===== src/rtl/cmac_block_sequencer_if.sv =====
// Block-fetch bus: BRAM read port plus the valid/ready block channel to the AES-CMAC core.
// master = sequencer side, slave = BRAM/core side.
interface cmac_block_sequencer_if #(
    parameter int ADDR_W = 9,
    parameter int DATA_W = 128
);
    logic              bram_en;
    logic [ADDR_W-1:0] bram_addr;
    logic [DATA_W-1:0] bram_dout;
    logic [DATA_W-1:0] blk_data;
    logic              blk_valid;
    logic              blk_ready;
    logic              blk_last;
    logic              blk_complete;

    modport master (
        output bram_en, bram_addr, blk_data, blk_valid, blk_last, blk_complete,
        input  bram_dout, blk_ready
    );
    modport slave (
        input  bram_en, bram_addr, blk_data, blk_valid, blk_last, blk_complete,
        output bram_dout, blk_ready
    );
endinterface


===== src/rtl/cmac_block_sequencer.sv =====
// Fetch sequencer: turns a bit length into BRAM block reads and hands masked blocks to the CMAC core.
// Optional build macro CMAC_PAD_EN: apply 10* padding to the final incomplete block.
module cmac_block_sequencer #(
    parameter int ADDR_W    = 9,
    parameter int DATA_W    = 128,
    parameter int LEN_W     = 16,
    parameter int BASE_ADDR = 0,
    parameter int RD_LAT    = 1
) (
    input  logic             clk,
    input  logic             reset,
    input  logic             start,
    input  logic [LEN_W-1:0] len,
    output logic             busy,
    output logic             done,
    output logic             err,
    cmac_block_sequencer_if.master bus
);
    localparam int CNT_W = LEN_W - 6;
    localparam logic [2:0] LAT_M1 = 3'(RD_LAT - 1);
`ifdef CMAC_PAD_EN
    localparam logic [DATA_W-1:0] EMPTY_BLK = {1'b1, {(DATA_W-1){1'b0}}};
`else
    localparam logic [DATA_W-1:0] EMPTY_BLK = '0;
`endif

    typedef enum logic [2:0] {IDLE, ISSUE, WAIT, PRESENT, DONE} state_t;

    state_t            state_q, state_d;
    logic [CNT_W-1:0]  idx_q, idx_d, last_idx_q, last_idx_d;
    logic [6:0]        rem_q, rem_d;
    logic              cmpl_q, cmpl_d;
    logic [2:0]        lat_q, lat_d;
    logic              armed_q;
    logic              bram_en_q, bram_en_d;
    logic [ADDR_W-1:0] bram_addr_q, bram_addr_d;
    logic [DATA_W-1:0] blk_data_q, blk_data_d;
    logic              blk_valid_q, blk_valid_d;
    logic              blk_last_q, blk_last_d;
    logic              blk_complete_q, blk_complete_d;
    logic              busy_q, busy_d, done_q, done_d, err_q, err_d;

    logic [LEN_W:0]    len_rnd;
    logic [CNT_W-1:0]  nblk;
    logic              ovf, fin;
    logic [DATA_W-1:0] shaped;

    function automatic logic [ADDR_W-1:0] addr_of(input logic [CNT_W-1:0] i);
        return ADDR_W'(BASE_ADDR) + ADDR_W'(i);
    endfunction

    assign len_rnd = {1'b0, len} + (LEN_W+1)'(127);
    assign nblk    = (len == '0) ? CNT_W'(1) : len_rnd[LEN_W:7];
    assign ovf     = (32'(BASE_ADDR) + 32'(nblk)) > (32'd1 << ADDR_W);
    assign fin     = (idx_q == last_idx_q);

    // Final block keeps only its rem leading message bits.
    always_comb begin
        shaped = bus.bram_dout;
        if (fin && rem_q != 7'd0) shaped = shaped & ~({DATA_W{1'b1}} >> rem_q);
`ifdef CMAC_PAD_EN
        if (fin && !cmpl_q) shaped = shaped | (EMPTY_BLK >> rem_q);
`endif
    end

    always_comb begin
        state_d        = state_q;
        idx_d          = idx_q;
        last_idx_d     = last_idx_q;
        rem_d          = rem_q;
        cmpl_d         = cmpl_q;
        lat_d          = lat_q;
        bram_en_d      = 1'b0;
        bram_addr_d    = bram_addr_q;
        blk_data_d     = blk_data_q;
        blk_valid_d    = blk_valid_q;
        blk_last_d     = blk_last_q;
        blk_complete_d = blk_complete_q;
        busy_d         = busy_q;
        done_d         = 1'b0;
        err_d          = 1'b0;
        case (state_q)
            IDLE: if (start && armed_q) begin
                if (ovf) begin
                    err_d = 1'b1;
                end else begin
                    busy_d     = 1'b1;
                    idx_d      = '0;
                    last_idx_d = nblk - CNT_W'(1);
                    rem_d      = len[6:0];
                    cmpl_d     = (len != '0) && (len[6:0] == 7'd0);
                    if (len == '0) begin
                        state_d        = PRESENT;
                        blk_data_d     = EMPTY_BLK;
                        blk_valid_d    = 1'b1;
                        blk_last_d     = 1'b1;
                        blk_complete_d = 1'b0;
                    end else begin
                        state_d     = ISSUE;
                        bram_en_d   = 1'b1;
                        bram_addr_d = addr_of('0);
                    end
                end
            end
            ISSUE: begin
                state_d = WAIT;
                lat_d   = LAT_M1;
            end
            WAIT: begin
                if (lat_q == 3'd0) begin
                    state_d        = PRESENT;
                    blk_data_d     = shaped;
                    blk_valid_d    = 1'b1;
                    blk_last_d     = fin;
                    blk_complete_d = fin && cmpl_q;
                end else begin
                    lat_d = lat_q - 3'd1;
                end
            end
            PRESENT: if (bus.blk_ready) begin
                blk_valid_d    = 1'b0;
                blk_last_d     = 1'b0;
                blk_complete_d = 1'b0;
                if (fin) begin
                    state_d = DONE;
                    done_d  = 1'b1;
                    busy_d  = 1'b0;
                end else begin
                    state_d     = ISSUE;
                    idx_d       = idx_q + CNT_W'(1);
                    bram_en_d   = 1'b1;
                    bram_addr_d = addr_of(idx_q + CNT_W'(1));
                end
            end
            DONE:    state_d = IDLE;
            default: state_d = IDLE;
        endcase
    end

    // armed_q blocks a start that coincides with reset release.
    always_ff @(posedge clk or negedge reset) begin
        if (!reset) begin
            state_q        <= IDLE;
            idx_q          <= '0;
            last_idx_q     <= '0;
            rem_q          <= '0;
            cmpl_q         <= 1'b0;
            lat_q          <= '0;
            armed_q        <= 1'b0;
            bram_en_q      <= 1'b0;
            bram_addr_q    <= '0;
            blk_data_q     <= '0;
            blk_valid_q    <= 1'b0;
            blk_last_q     <= 1'b0;
            blk_complete_q <= 1'b0;
            busy_q         <= 1'b0;
            done_q         <= 1'b0;
            err_q          <= 1'b0;
        end else begin
            state_q        <= state_d;
            idx_q          <= idx_d;
            last_idx_q     <= last_idx_d;
            rem_q          <= rem_d;
            cmpl_q         <= cmpl_d;
            lat_q          <= lat_d;
            armed_q        <= 1'b1;
            bram_en_q      <= bram_en_d;
            bram_addr_q    <= bram_addr_d;
            blk_data_q     <= blk_data_d;
            blk_valid_q    <= blk_valid_d;
            blk_last_q     <= blk_last_d;
            blk_complete_q <= blk_complete_d;
            busy_q         <= busy_d;
            done_q         <= done_d;
            err_q          <= err_d;
        end
    end

    assign bus.bram_en      = bram_en_q;
    assign bus.bram_addr    = bram_addr_q;
    assign bus.blk_data     = blk_data_q;
    assign bus.blk_valid    = blk_valid_q;
    assign bus.blk_last     = blk_last_q;
    assign bus.blk_complete = blk_complete_q;
    assign busy             = busy_q;
    assign done             = done_q;
    assign err              = err_q;
endmodule


===== src/flat_wrapper.sv =====
// flat-port wrapper written by rule: the top's interface ports become plain ports
module cmac_block_sequencer_flat 
#(
    parameter int ADDR_W    = 9,
    parameter int DATA_W    = 128,
    parameter int LEN_W     = 16,
    parameter int BASE_ADDR = 0,
    parameter int RD_LAT    = 1
)
  (clk, reset, start, len, busy, done, err, bus_bram_en, bus_bram_addr, bus_blk_data, bus_blk_valid, bus_blk_last, bus_blk_complete, bus_bram_dout, bus_blk_ready);
  cmac_block_sequencer_if #(.ADDR_W(ADDR_W), .DATA_W(DATA_W)) bus_i ();
  input  logic clk;
  input  logic reset;
  input  logic start;
  input  logic [LEN_W-1:0] len;
  output logic busy;
  output logic done;
  output logic err;
  output wire logic [$bits(bus_i.bram_en)-1:0] bus_bram_en;
  output wire logic [$bits(bus_i.bram_addr)-1:0] bus_bram_addr;
  output wire logic [$bits(bus_i.blk_data)-1:0] bus_blk_data;
  output wire logic [$bits(bus_i.blk_valid)-1:0] bus_blk_valid;
  output wire logic [$bits(bus_i.blk_last)-1:0] bus_blk_last;
  output wire logic [$bits(bus_i.blk_complete)-1:0] bus_blk_complete;
  input wire logic [$bits(bus_i.bram_dout)-1:0] bus_bram_dout;
  input wire logic [$bits(bus_i.blk_ready)-1:0] bus_blk_ready;
  assign bus_bram_en = bus_i.bram_en;
  assign bus_bram_addr = bus_i.bram_addr;
  assign bus_blk_data = bus_i.blk_data;
  assign bus_blk_valid = bus_i.blk_valid;
  assign bus_blk_last = bus_i.blk_last;
  assign bus_blk_complete = bus_i.blk_complete;
  assign bus_i.bram_dout = bus_bram_dout;
  assign bus_i.blk_ready = bus_blk_ready;
  cmac_block_sequencer #(.ADDR_W(ADDR_W), .DATA_W(DATA_W), .LEN_W(LEN_W), .BASE_ADDR(BASE_ADDR), .RD_LAT(RD_LAT)) u_core (.clk(clk), .reset(reset), .start(start), .len(len), .busy(busy), .done(done), .err(err), .bus(bus_i));
endmodule

===== config.mk =====
export PLATFORM = sky130hd
export DESIGN_NAME = cmac_block_sequencer_flat
export DESIGN_NICKNAME = d
export VERILOG_FILES = /design/src/rtl/cmac_block_sequencer_if.sv /design/src/rtl/cmac_block_sequencer.sv /design/src/flat_wrapper.sv
export SDC_FILE = /design/constraint.sdc
export NUM_CORES = 1
export LEC_CHECK = 0
export BUFFER_PORTS_ARGS = -buffer_cell sky130_fd_sc_hd__buf_2
export CORE_UTILIZATION = 41
export DETAILED_ROUTE_END_ITERATION = 7
export GPL_TIMING_DRIVEN = 0
export PLACE_DENSITY_LB_ADDON = 0.1
export SYNTH_ARGS = -nofsm -noshare
export SYNTH_HDL_FRONTEND = slang
export SYNTH_SLANG_ARGS = --single-unit

===== constraint.sdc =====
create_clock -name clk -period 5.5 [get_ports clk]
set_clock_uncertainty 0.1 [all_clocks]
set_input_delay 1.1 -clock clk [delete_from_list [all_inputs] [get_ports clk]]
set_output_delay 1.1 -clock clk [all_outputs]
set_load 0.05 [all_outputs]

==> flow_metrics.tcl <==
set metrics [dict create \
    multi_input_area_um2 3855 \
    ff2ff_setup_slack_ps 2580 \
    clk_root_buffer_cell "clkbuf_16" \
    cts_tree "yes" \
    ir_drop_mv 0.3028 \
    relSlewSlack_pct 31.51 \
    die_area_um2 21840 \
    ios 292 \
    clk_pin_slew_ps 70 \
    nets 1317 \
    cp_max_fo 10 \
    cts_resized 0 \
    synth_enable_flop_cells 0 \
    grt_pass1_vias 8324 \
    finalCritPeriodShare_pct 73.03 \
    seqCellArea_um2 4479 \
    gr-total-overflow 0 \
    syn_nets 1006 \
    dr.pass1.iters 5 \
    drt_iter0_drc 661 \
    place_congestion 0.9857 \
    cap_violations 0 \
    power.total_mw 8.054 \
    crit_path_start_kind "input pin" \
    tightest_slew_ps 1018 \
    die_w_um 147.8 \
    cp.required_ps 5690 \
    chipHeight_um 147.8 \
    slew_viol_final 0 \
    core.rowCount 52 \
    reg2reg_depth 7 \
    r2r-start "u_core.state_q[2]" \
    reg2reg_to "u_core.bus.blk_data[110]" \
    setup_viol 0 \
    syn_area_per_cell_um2 10.21 \
    wirelength_um 31320 \
    final_layout_size_suffix_gt1_share_pct 31.52 \
    async_flop_share_pct 100.0 \
    hold_viol_final 0 \
    leakagePower_nw 5.152 \
    hold_class "register to register" \
    vias 8442 \
    cts_hold_buf 0 \
    grt_start_max_net_pins 101 \
    coreArea_um2 20560 \
    setup_tns_ps 0 \
    max_clock_freq_mhz 249.0 \
    cts_buffer_depth 2 \
    holdPathEnd "u_core.bus.bram_addr[4]" \
    synth_area_um2 8712 \
    cts_num_sinks 179 \
    post_dp_cell_area_um2 10540 \
    numPortBuffers 291 \
    critPathCaptureType "register" \
    arrival_ps 4210 \
    yosys_register_bits 179 \
    start_util_pct 42.37 \
    period_minus_slack_ps 4016 \
    dpl.hpwl_um 23980 \
    design_area_um2 11170 \
    wl_per_cell_um 21.63 \
    drc_errors 0 \
    htreeDepth 4 \
    min_from "u_core.bus.bram_addr[4]" \
    drtAntennaViolNets 0 \
    ys_warn_count 0 \
    critical_path_class "input pin to register" \
    clk_latency_ps 440 \
    synth_cells 853 \
    antenna_found_initial 1 \
    outcome "finished clean" \
    synth-seq-area-share_pct 51.41 \
    numCtsBuffers 17 \
    grt_usage_pct 28.82 \
    hold_depth 1 \
    vias_per_cell 5.830 \
    yosys_most_used_dff "dfrtp_1" \
    rsz0062_at_grt "no" \
    grt_pass1_wl_um 47340 \
    fillers 2031 \
    ys_types 58 \
    post-cts-setup-buffers 0 \
    syn2layout_area_growth_pct 28.25 \
    power_density_nw_per_um2 720.8 \
]
## critical path, cell delays in order
cell	delay, ps
buf_2	130
nor4_1	540
a21boi_0	400
xnor2_1	240
ha_1	210
nand2b_1	150
or3_1	330
o21ai_1	220
buf_2	280
clkbuf_1	430
o21ai_0	180
## through the flow
stage                     cells  utilization (%)  hold slack, ps  worst slack [ps]
final                      1448            54.35           369.2              1484
after global routing       1448            54.35           393.6              1102
after CTS                  1447            54.33           375.9              1473
after detailed placement   1415            51.28           360.2              1052
after global placement     1414            51.10           356.3             190.0
after floorplan             853                -           340.3              1832
## registers in the layout, indices dropped and copies added (netlist names)
signal / count
u_core.bus.bram_addr: 9
u_core.rem_q: 7
u_core.bus.blk_valid: 1
u_core.done: 1
u_core.err: 1
u_core.lat_q: 3
u_core.bus.blk_data: 128
u_core.busy: 1
u_core.armed_q: 1
u_core.last_idx_q: 10
u_core.state_q: 3
u_core.bus.blk_last: 1
u_core.bus.blk_complete: 1
u_core.bus.bram_en: 1
u_core.idx_q: 10
u_core.cmpl_q: 1
## worst max-delay path by stage
stage             from                       to  slack [ps]
6_report        len[3]              u_core.busy        1480
2_1_floorplan  len[14]              u_core.busy        1830
3_5_place_dp    len[3]              u_core.busy        1050
4_1_cts         len[3]              u_core.busy        1470
5_1_grt         len[3]              u_core.busy        1100
3_3_place_gp     reset  u_core.bus.bram_addr[4]         190
## cells in the final DEF, fill, tap and decap left out, types with 17 or more instances in the layout
cell type,n
nor2_1,33
o21ai_0,89
nand3_1,22
a32o_1,122
dfrtp_1,179
buf_2,313
clkbuf_16,17
nand2_1,124
a21oi_1,18
a21o_1,20
clkbuf_1,43
## cells in the mapped netlist, drive strengths merged (7+ instances only)
cell	number	area, um2
nand3b	10	75.07
buf	30	175.2
inv	11	41.29
nand2	124	465.5
xnor2	18	172.7
a21oi	18	90.09
a32o	122	1221
o21ai	94	478.0
and3	8	50.05
or3	7	43.79
nor3	15	80.08
and2	7	43.80
a21o	20	150.1
nand2b	8	50.05
clkbuf	42	157.7
dfrtp	179	4479
nor2	34	130.1
a22o	7	61.31
nand3	22	110.1
nor4	9	86.33
## report_power, final
group | internal [mW] | switching [mW] | total (mW) | leakage (nW)
Sequential | 1.87 | 0.337 | 2.21 | 2.26
Clock | 0.768 | 0.554 | 1.32 | 0.307
Combinational | 1.20 | 3.32 | 4.52 | 2.59
## area by class of cell
type                            count  share of cell area [%]
Sequential cell                   179                   40.09
Multi-Input combinational cell    590                   34.50
Timing Repair Buffer              292                   13.37
Clock buffer                       18                   3.841
Tap cell                          270                   3.024
Buffer                             72                   2.979
Clock inverter                     14                   1.769
Inverter                           12                  0.4031
Antenna cell                        1                 0.02240
## layer usage
| layer | vias up | global-route usage [%] | share of wire [%] |
|---|---|---|---|
| met2 | 390 | 48.33 | 49 |
| met1 | 4161 | 36.66 | 40 |
| met3 | 71 | 5.340 | 6.9 |
| met4 | 0 | 11.80 | 3.2 |
| met5 | - | 0 | 0 |
| li1 | 3820 | - | - |
## kinds of logic (layout without fill, tap and decap cells)
| logic type | count (synthesis) | count (layout) | share of synthesized area [%] |
|---|---|---|---|
| buffers and inverters | 84 | 408 | 4.337 |
| AOI/OAI and AO/OA | 290 | 290 | 25.59 |
| DFF | 179 | 179 | 51.41 |
| muxes | 3 | 3 | 0.3734 |
| other | 1 | 2 | 0.04304 |
| xor gates and xnor gates | 20 | 20 | 2.183 |
| and+or+nand+nor | 271 | 271 | 15.34 |
| adders and majority gates | 5 | 5 | 0.7181 |
Note: power is estimated with default switching activity, not from simulation.
